$ cat src/rtl/zx_pkg.sv
// Shared constants for the ZX Spectrum pager: I/O port decode patterns,
// fixed RAM banks and the +3 special all-RAM bank table.
package zx_pkg;

    localparam logic [15:0] PORT_FE_MASK    = 16'h0001;
    localparam logic [15:0] PORT_FE_MATCH   = 16'h0000;
    localparam logic [15:0] PORT_7FFD_MASK  = 16'hC002;
    localparam logic [15:0] PORT_7FFD_MATCH = 16'h4000;
    localparam logic [15:0] PORT_1FFD_MASK  = 16'hF002;
    localparam logic [15:0] PORT_1FFD_MATCH = 16'h1000;

    localparam logic [2:0] BANK_SCREEN = 3'd5;
    localparam logic [2:0] BANK_MID    = 3'd2;

    // Bank for one 16K segment in +3 special mode (mode = 1FFD[2:1]).
    function automatic logic [2:0] special_bank(input logic [1:0] mode,
                                                input logic [1:0] segment);
        logic [2:0] bank;
        case (mode)
            2'b00:   bank = {1'b0, segment};
            2'b01:   bank = {1'b1, segment};
            2'b10: begin
                case (segment)
                    2'b00:   bank = 3'd4;
                    2'b01:   bank = 3'd5;
                    2'b10:   bank = 3'd6;
                    2'b11:   bank = 3'd3;
                    default: bank = 3'd0;
                endcase
            end
            2'b11: begin
                case (segment)
                    2'b00:   bank = 3'd4;
                    2'b01:   bank = 3'd7;
                    2'b10:   bank = 3'd6;
                    2'b11:   bank = 3'd3;
                    default: bank = 3'd0;
                endcase
            end
            default: bank = 3'd0;
        endcase
        return bank;
    endfunction

endpackage

$ cat src/rtl/zx_int_gen.sv
// Frame interrupt generator: falling edge of registered nvblank starts a
// fixed-length active-low nINT pulse; edges during a pulse are ignored.
module zx_int_gen
    import zx_pkg::*;
#(
    parameter int INT_CYCLES = 228
) (
    input  logic clock_25,
    input  logic RESET_N,
    input  logic nvblank,
    output logic nINT
);

    localparam int CW = $clog2(INT_CYCLES + 1);

    logic          r_vb1;
    logic          r_vb2;
    logic [CW-1:0] r_cnt;
    logic          r_nint;
    logic          w_fall;

    assign w_fall = r_vb2 & ~r_vb1;
    assign nINT   = r_nint;

    // Synchroniser/edge history, pulse down-counter and registered nINT.
    always_ff @(posedge clock_25) begin
        if (!RESET_N) begin
            r_vb1  <= 1'b1;
            r_vb2  <= 1'b1;
            r_cnt  <= {CW{1'b0}};
            r_nint <= 1'b1;
        end else begin
            r_vb1 <= nvblank;
            r_vb2 <= r_vb1;
            if (w_fall && (r_cnt == {CW{1'b0}})) begin
                r_cnt  <= CW'(INT_CYCLES);
                r_nint <= 1'b0;
            end else if (r_cnt != {CW{1'b0}}) begin
                r_cnt  <= r_cnt - CW'(1);
                r_nint <= (r_cnt == CW'(1));
            end else begin
                r_nint <= 1'b1;
            end
        end
    end

endmodule

$ cat src/rtl/zx_pager.sv
// ZX Spectrum memory pager and system-port controller (128K..512K RAM).
// Optional +3 special paging via port 1FFD when ZX_PLUS3_PAGING_EN is defined.
module zx_pager
    import zx_pkg::*;
#(
    parameter int BANK_BITS  = 3,
    parameter int INT_CYCLES = 228
) (
    input  logic                    clock_25,
    input  logic                    RESET_N,
    input  logic [15:0]             A,
    input  logic [7:0]              D,
    input  logic                    nIORQ,
    input  logic                    nMREQ,
    input  logic                    nRD,
    input  logic                    nWR,
    input  logic                    nvblank,
    output logic [BANK_BITS+13:0]   mem_addr,
    output logic [15:0]             rom_addr,
    output logic                    rom_sel,
    output logic                    mem_we,
    output logic                    screen_sel,
    output logic [2:0]              border,
    output logic                    speaker,
    output logic                    paging_locked,
    output logic                    nINT
);

    logic                 w_io_wr;
    logic                 r_io_wr;
    logic                 w_io_fire;
    logic                 w_sel_fe;
    logic                 w_sel_7ffd;
    logic [7:0]           r_p7ffd;
    logic [2:0]           r_border;
    logic                 r_speaker;
    logic [4:0]           w_norm_bank;
    logic                 w_norm_rom;
    logic [4:0]           w_bank5;
    logic [BANK_BITS-1:0] w_bank;
    logic                 w_rom_sel;
    logic                 w_rom_hi;
    logic                 w_rombank_lo;

`ifdef ZX_PLUS3_PAGING_EN
    logic                 w_sel_1ffd;
    logic [2:0]           r_p1ffd;
    assign w_sel_1ffd = ((A & PORT_1FFD_MASK) == PORT_1FFD_MATCH);
`endif

    assign w_io_wr    = ~nIORQ & ~nWR & nRD;
    assign w_io_fire  = w_io_wr & ~r_io_wr;
    assign w_sel_fe   = ((A & PORT_FE_MASK) == PORT_FE_MATCH);
    assign w_sel_7ffd = ((A & PORT_7FFD_MASK) == PORT_7FFD_MATCH);

    // Write-strobe history plus the ULA port (border / beeper).
    always_ff @(posedge clock_25) begin
        if (!RESET_N) begin
            r_io_wr   <= 1'b0;
            r_border  <= 3'd0;
            r_speaker <= 1'b0;
        end else begin
            r_io_wr <= w_io_wr;
            if (w_io_fire && w_sel_fe) begin
                r_border  <= D[2:0];
                r_speaker <= D[4] ^ D[3];
            end
        end
    end

    // Paging registers; once 7FFD bit 5 is set they freeze until reset.
    always_ff @(posedge clock_25) begin
        if (!RESET_N) begin
            r_p7ffd <= 8'd0;
`ifdef ZX_PLUS3_PAGING_EN
            r_p1ffd <= 3'd0;
`endif
        end else begin
            if (w_io_fire && w_sel_7ffd && !r_p7ffd[5]) begin
                r_p7ffd <= D;
            end
`ifdef ZX_PLUS3_PAGING_EN
            if (w_io_fire && w_sel_1ffd && !r_p7ffd[5]) begin
                r_p1ffd <= D[2:0];
            end
`endif
        end
    end

    // Standard 128K-style map; the top segment takes Pentagon high bits.
    always_comb begin
        w_norm_bank = 5'd0;
        w_norm_rom  = 1'b0;
        case (A[15:14])
            2'b00: begin
                w_norm_bank = 5'd0;
                w_norm_rom  = 1'b1;
            end
            2'b01:   w_norm_bank = {2'b00, BANK_SCREEN};
            2'b10:   w_norm_bank = {2'b00, BANK_MID};
            2'b11:   w_norm_bank = {r_p7ffd[7:6], r_p7ffd[2:0]};
            default: w_norm_bank = 5'd0;
        endcase
    end

    // Final bank / ROM selection, with the +3 all-RAM override when built in.
    always_comb begin
        w_rombank_lo = r_p7ffd[4] | r_p7ffd[5];
`ifdef ZX_PLUS3_PAGING_EN
        w_rom_hi = r_p1ffd[2];
        if (r_p1ffd[0]) begin
            w_bank5   = {2'b00, special_bank(r_p1ffd[2:1], A[15:14])};
            w_rom_sel = 1'b0;
        end else begin
            w_bank5   = w_norm_bank;
            w_rom_sel = w_norm_rom;
        end
`else
        w_rom_hi  = 1'b0;
        w_bank5   = w_norm_bank;
        w_rom_sel = w_norm_rom;
`endif
    end

    // High bank bits beyond BANK_BITS are dropped by the cast.
    assign w_bank        = BANK_BITS'(w_bank5);
    assign mem_addr      = {w_bank, A[13:0]};
    assign rom_addr      = {w_rom_hi, w_rombank_lo, A[13:0]};
    assign rom_sel       = w_rom_sel;
    assign mem_we        = ~nMREQ & ~nWR & nRD & ~w_rom_sel;
    assign screen_sel    = r_p7ffd[3];
    assign paging_locked = r_p7ffd[5];
    assign border        = r_border;
    assign speaker       = r_speaker;

    zx_int_gen #(
        .INT_CYCLES (INT_CYCLES)
    ) u_int_gen (
        .clock_25 (clock_25),
        .RESET_N  (RESET_N),
        .nvblank  (nvblank),
        .nINT     (nINT)
    );

endmodule

$ cat config.mk
export PLATFORM = sky130hd
export DESIGN_NAME = zx_pager
export DESIGN_NICKNAME = d
export VERILOG_FILES = /design/src/rtl/zx_pkg.sv /design/src/rtl/zx_int_gen.sv /design/src/rtl/zx_pager.sv
export SDC_FILE = /design/constraint.sdc
export NUM_CORES = 1
export LEC_CHECK = 0
export BUFFER_PORTS_ARGS = -buffer_cell sky130_fd_sc_hd__buf_2
export CORE_ASPECT_RATIO = 1.1
export CORE_MARGIN = 5
export CORE_UTILIZATION = 43
export CTS_CLUSTER_SIZE = 24
export DETAILED_ROUTE_END_ITERATION = 8
export PLACE_DENSITY = 0.79
export SYNTH_ARGS = -nofsm -noshare
export SYNTH_HDL_FRONTEND = slang
export SYNTH_HIERARCHICAL = 1
export SYNTH_SLANG_ARGS = --single-unit
$ cat constraint.sdc
create_clock -name clock_25 -period 1.89 [get_ports clock_25]
set_clock_uncertainty 0.05 [all_clocks]
set_input_delay 0.2835 -clock clock_25 [delete_from_list [all_inputs] [get_ports clock_25]]
set_output_delay 0.2835 -clock clock_25 [all_outputs]
set_load 0.02 [all_outputs]
==> results of run 1 <==
state kept, by name, summed over array words and instances (netlist names):
signal           flops
border               3
r_io_wr              1
r_p7ffd              6
speaker              1
u_int_gen/nINT       1
u_int_gen/r_cnt      8
u_int_gen/r_vb1      1
u_int_gen/r_vb2      1
power breakdown:
part | leakage, nW | internal, mW | switching [mW] | total [mW]
sequential | 0.180 | 0.541 | 0.0803 | 0.622
clock | 0.0210 | 0.118 | 0.139 | 0.257
combinational | 0.376 | 0.227 | 0.284 | 0.511
total | 0.577 | 0.886 | 0.504 | 1.39
through the flow:
| step | area, µm² | util | hold slack (ns) |
|---|---|---|---|
| 4_1_cts | 1255 | 0.4478 | 0.07813 |
| 6_report | 1255 | 0.4478 | 0.08913 |
| 3_3_place_gp | 1219 | 0.4348 | 0.3726 |
| 5_1_grt | 1255 | 0.4478 | 0.07958 |
| 3_5_place_dp | 1219 | 0.4348 | 0.3795 |
| 2_1_floorplan | 1262 | - | 0.3065 |
layout by cell type, fill, tap and decap left out, types with 2 or more instances in the layout:
master,instances
ha_1,3
nand2_1,19
xnor2_1,2
clkbuf_4,3
a21boi_0,3
inv_1,7
dfxtp_1,22
nor2_1,6
and4_1,2
nand2b_1,2
buf_2,33
mux2i_1,9
xor2_1,2
nor3_1,3
a311oi_1,4
layer usage:
metal	vias up	routed length, µm
li1	436	-
met1	402	824
met2	43	1158
met3	6	313
met4	0	24
met5	-	0
worst paths after layout:
path / start / slack, ns / cells past startpoint / end
hold reg to reg: u_int_gen/r_vb1 / 0.41 / 1 / u_int_gen/r_vb2
hold / removal: nvblank / 0.09 / 2 / u_int_gen/r_vb1
setup reg to reg: u_int_gen/r_cnt[3] / 0.26 / 4 / u_int_gen/r_cnt[7]
setup / recovery: u_int_gen/r_cnt[3] / 0.26 / 4 / u_int_gen/r_cnt[7]
area by class of cell:
type	count	area [µm²]
repair buffers	33	165.2
inverters	7	26.28
well taps	33	41.29
flip-flops and latches	22	440.4
multi-input cells	76	545.5
fillers	297	1548
clock buffers	4	36.28
logic make-up after synthesis:
kind of cell,synth area share
fa+ha+maj,0.02974
xor+xnor,0.02776
flops,0.3489
simple gates,0.2181
other cells,0.002970
mux,0.07136
buf+inv,0.2190
compound gates,0.08225
==> results.md, run 1 <==
* Place WS at 0.2740 ns
* Largest area contributor in the synthesized netlist: dfxtp_1
* CTS-repair resized insts at 0
* Most used DFF post-synth: dfxtp_1
* Overall routing resource usage at 0.1184
* # Post-CTS Setup Buffers at 0
* Antenna violations before repair at 0
* CP required at 2.06 ns
* Hold Crit Class: in2reg
* Syn Nets at 173
* Setup crit end kind: register
* Initial DRC Count at 19
* Final worst slack at 0.2638 ns
* CTS tree: built
* Total die area at 4121 µm²
* Top Family by Delay on Critical Path: simple AND/OR/NAND/NOR gates
* Final Hold Fails at 0
* Root Buffer: clkbuf_4
* Routed WL per cell at 13.26 µm
* CTS buffer count at 3
* Clock tree buffer depth at 2
* Post-synth EDFFs at 0
* M3 GR Usage at 0.03876
* Fmax achieved at 614.9 MHz
* Static leakage at 0.5774 nW
* RePlAce Congestion at 0.8173
* Initial core utilization at 0.4504
* Buffers plus inverters on the worst setup path at 0
* Via-per-instance ratio at 5.069
* Drc violations at 0
* Peak supply drop at 0.0007343 V
* Worst path cell trace: nor4_4, and4_1, a311oi_1, a311oi_1
* Largest net degree at the start of global routing at 24
* Core area at 2803 µm²
* Total grt overflow at 0
* Syn Inst Count at 139
* Final wirelength at 2321 µm
* Met1 usage at 0.1123
* Final net count at 177
* Layout cells sized above 1 at 0.3099
* Met2 Use GR at 0.2277
* Vias in the first global route at 893
* Most common cell in the synthesized netlist: buf_4
* Worst path max stage delay at 0.40 ns
* Htree depth at 1
* Critical path's slowest cell: dfxtp_1
* Netlist cell types at 36
* Via count at 887
* Final setup fails at 0
* First-pass GRT wire length at 3698 µm
* CP Class: reg2reg
* Power Dens Cells at 1107 nW/µm²
* Yosys top cell area share at 0.3489
* ANT nets after route at 0
* Placed Instances at 171
* CP Launch Type: register
* Status: completed
* Total of max-cap violations at 0
* Max Slew Vio Count at 0
* Arr. time, crit path at 1.80 ns
* Most frequent cells after synthesis: buf_4, dfxtp_1, nand2_1
* Final worst path period share at 0.8604
* Buffers on Ports at 33
* Post-DP HPWL at 1865 µm
* Floorplan row count at 20
* Die Ht at 66.83 µm
* ANT cells at 0
* Synth Area per Inst at 9.082 µm²
* Syn. warnings at 6
* Cts hold-fix bufs at 0
* Syn Std Cell Area at 1262 µm²
* Total power at 1.389 mW
* Top cells by area, synth: dfxtp_1, buf_4, mux2i_1
* Post-Layout Cell Count at 175
* Crit path max fanout at 7
* Worst-path clk slew at 0.12 ns
* Post-synthesis async set-or-reset flop share at 0
* IO Count at 73
* Most used cell, CP: a311oi_1
* TritonRoute pass-1 iters at 4
* Sequential cell area fraction in the yosys report at 0.3489
* Clock latency on the worst-skew pair at 0.31 ns
* Layer with the highest usage: met2
* CTS Sinks at 22
* Area Growth Syn to Fin at -0.5949%
* Flops & latches, synth at 22
* Final critical path time including I/O delays and setup at 1.626 ns
* RSZ-0062 raised after global routing: no
* Die Wd at 61.66 µm
* Total negative slack at 0 ns
Note: power is estimated with default switching activity, not from simulation.
==> run 2: changes to the inputs <==
REMOVE_ABC_BUFFERS = 1   (was default)
==> run 2 against run 1 <==
Against the previous run:
- worst setup slack better by 0.0054 ns
- combinational power increased by 1%
- sequential share of layout area shrank 0.65 points
- wire length increased by 8.1%
- critical path type unchanged
- highest routed layer is now met3
==> results.md, run 2 (synthesis results as in run 1) <==
* First-pass GRT wire length at 3933 µm (+6.4%)
* CTS tree: built
* Worst path max stage delay at 0.40 ns (about the same)
* Crit path max fanout at 7 (unchanged)
* Setup crit end kind: register
* Total negative slack at 0 ns (unchanged)
* # Post-CTS Setup Buffers at 0 (unchanged)
* CP Launch Type: register
* Final setup fails at 0 (unchanged)
* Final worst slack at 0.2692 ns (+0.005446 ns)
* Htree depth at 1 (unchanged)
* Sequential power share at 0.415 (-0.032)
* CP Class: reg2reg
* CTS buffer count at 3 (unchanged)
* Total die area at 4121 µm² (unchanged)
* Critical path's slowest cell: and4_1
* Net Sw Frac at 0.3405 (-0.02205)
* Pint at 985.4 µW (+11%)
* Final Hold Fails at 0 (unchanged)
* Post-DP Area at 1226 µm² (+0.62%)
* Combinational power share at 0.347 (-0.021)
* Peak supply drop at 0.0005321 V (-28%)
* Area Growth Syn to Fin at 1.289%
* Clock tree buffer depth at 2 (unchanged)
* Core area at 2803 µm² (unchanged)
* Status: completed
* Largest reg by FF count: u_int_gen/r_cnt
* Clock Power Share at 0.238 (+0.053)
* Clock latency on the worst-skew pair at 0.30 ns (about the same)
* Floorplan row count at 20 (unchanged)
* Total of max-cap violations at 0 (unchanged)
* Vias in the first global route at 869 (-2.7%)
* Die Wd at 61.66 µm (unchanged)
* IO Count at 73 (unchanged)
* Place WS at 0.2755 ns (+0.001454 ns)
* Multi-input logic area at 545.5 µm² (unchanged)
* Final Core Density at 0.4563 (+0.008482)
* Static leakage at 0.5891 nW (+2.0%)
* NetSw at 508.8 µW (+1.0%)
* TritonRoute pass-1 iters at 4 (unchanged)
* Routed WL per cell at 14.26 µm (+7.5%)
* Initial core utilization at 0.4504 (unchanged)
* CP required at 2.06 ns (about the same)
* Root Buffer: clkbuf_4
* Post-route cell area at 1279 µm² (+1.9%)
* Final critical path time including I/O delays and setup at 1.621 ns (-0.005446 ns)
* Total grt overflow at 0 (unchanged)
* Most frequent cells in the layout: buf_2, dfxtp_1, nand2_1, mux2i_1, inv_1
* Final wirelength at 2510 µm (+8.1%)
* Post-DP HPWL at 2049 µm (+9.9%)
* ANT cells at 0 (unchanged)
* Layout cells sized above 1 at 0.3147 (+0.004826)
* Buffers on Ports at 33 (unchanged)
* Initial DRC Count at 22 (+3)
* Hold Crit Class: in2reg
* ANT nets after route at 0 (unchanged)
* Arr. time, crit path at 1.79 ns (about the same)
* Via-per-instance ratio at 5.193 (+2.5%)
* Power Dens Cells at 1168 nW/µm² (+5.5%)
* CTS-repair resized insts at 0 (unchanged)
* Register area at 440.4 µm² (unchanged)
* Commonest non-fill, non-tap cell in the layout: buf_2
* Cts hold-fix bufs at 0 (unchanged)
* Final net count at 178 (+0.56%)
* Overall routing resource usage at 0.1254 (+0.006942)
* Total power at 1.494 mW (+7.5%)
* Via count at 914 (+3.0%)
* Worst path cell trace: nor4_4, and4_1, a211oi_1, a311oi_1
* Die Ht at 66.83 µm (unchanged)
* Max Slew Vio Count at 0 (unchanged)
* Antenna violations before repair at 0 (unchanged)
* RSZ-0062 raised after global routing: no
* Drc violations at 0 (unchanged)
* Largest net degree at the start of global routing at 14 (-42%)
* Fmax achieved at 617.0 MHz (+0.34%)
* RePlAce Congestion at 0.7508 (-8.1%)
* Worst-path clk slew at 0.12 ns (about the same)
* CTS Sinks at 22 (unchanged)
* Max reg flops at 8 (unchanged)
* Final worst path period share at 0.8576 (-0.002881)
* FILL cells at 262 (-12%)
[run 2: changes by cell type in the layout (fill, tap and decap cells not counted)]
cell	before	now
buf_4	0	1
clkbuf_8	1	0
bufinv_16	0	1
[run 2: power by group through the flow]
| stage | logic (mW) | clock network, mW | registers, mW |
|---|---|---|---|
| after floorplan | 0.373 | 0 | 0.631 |
| after global placement | 0.485 | 0 | 0.624 |
| after detailed placement | 0.519 | 0 | 0.628 |
| after CTS | 0.519 | 0.366 | 0.618 |
| after global routing | 0.589 | 0.394 | 0.627 |
| final | 0.518 | 0.356 | 0.620 |
[run 2: final timing paths]
check / startpoint / endpoint / slack [ns] / cells after the start
hold reg to reg: u_int_gen/r_vb1 / u_int_gen/r_vb2 / 0.41 / 1
setup / recovery: u_int_gen/r_cnt[3] / u_int_gen/r_cnt[5] / 0.27 / 4
hold / removal: nvblank / u_int_gen/r_vb1 / 0.1 / 2
setup reg to reg: u_int_gen/r_cnt[3] / u_int_gen/r_cnt[5] / 0.27 / 4
[run 2: area by class of cell]
type / instances / area share
inverter: 7 / 0.02055
tap: 33 / 0.03229
timing repair buffer: 34 / 0.1350
clock inverter: 1 / 0.02348
clock buffer: 3 / 0.01761
multi-input combinational: 76 / 0.4266
sequential: 22 / 0.3444
[run 2: stage by stage]
stage	hold slack, ns	std cells
2_1_floorplan	0.3065	105
3_3_place_gp	0.3704	172
3_5_place_dp	0.3821	172
4_1_cts	0.08771	176
5_1_grt	0.09311	176
6_report	0.09929	176
[run 2: routing by layer]
metal  vias up  GRT usage  part of all wire
met5         -    0.04762                 0
met4         0    0.02387                 0
met3         0    0.08140              0.19
met2        68     0.1950              0.42
met1       401     0.1402              0.39
li1        445          -                 -
[run 2: critical path, delay by kind of cell (launching register included)]
kind | cells | cell delay, ns
AOI/OAI and AO/OA | 2 | 0.37
and+or+nand+nor | 2 | 0.74
DFF | 1 | 0.38
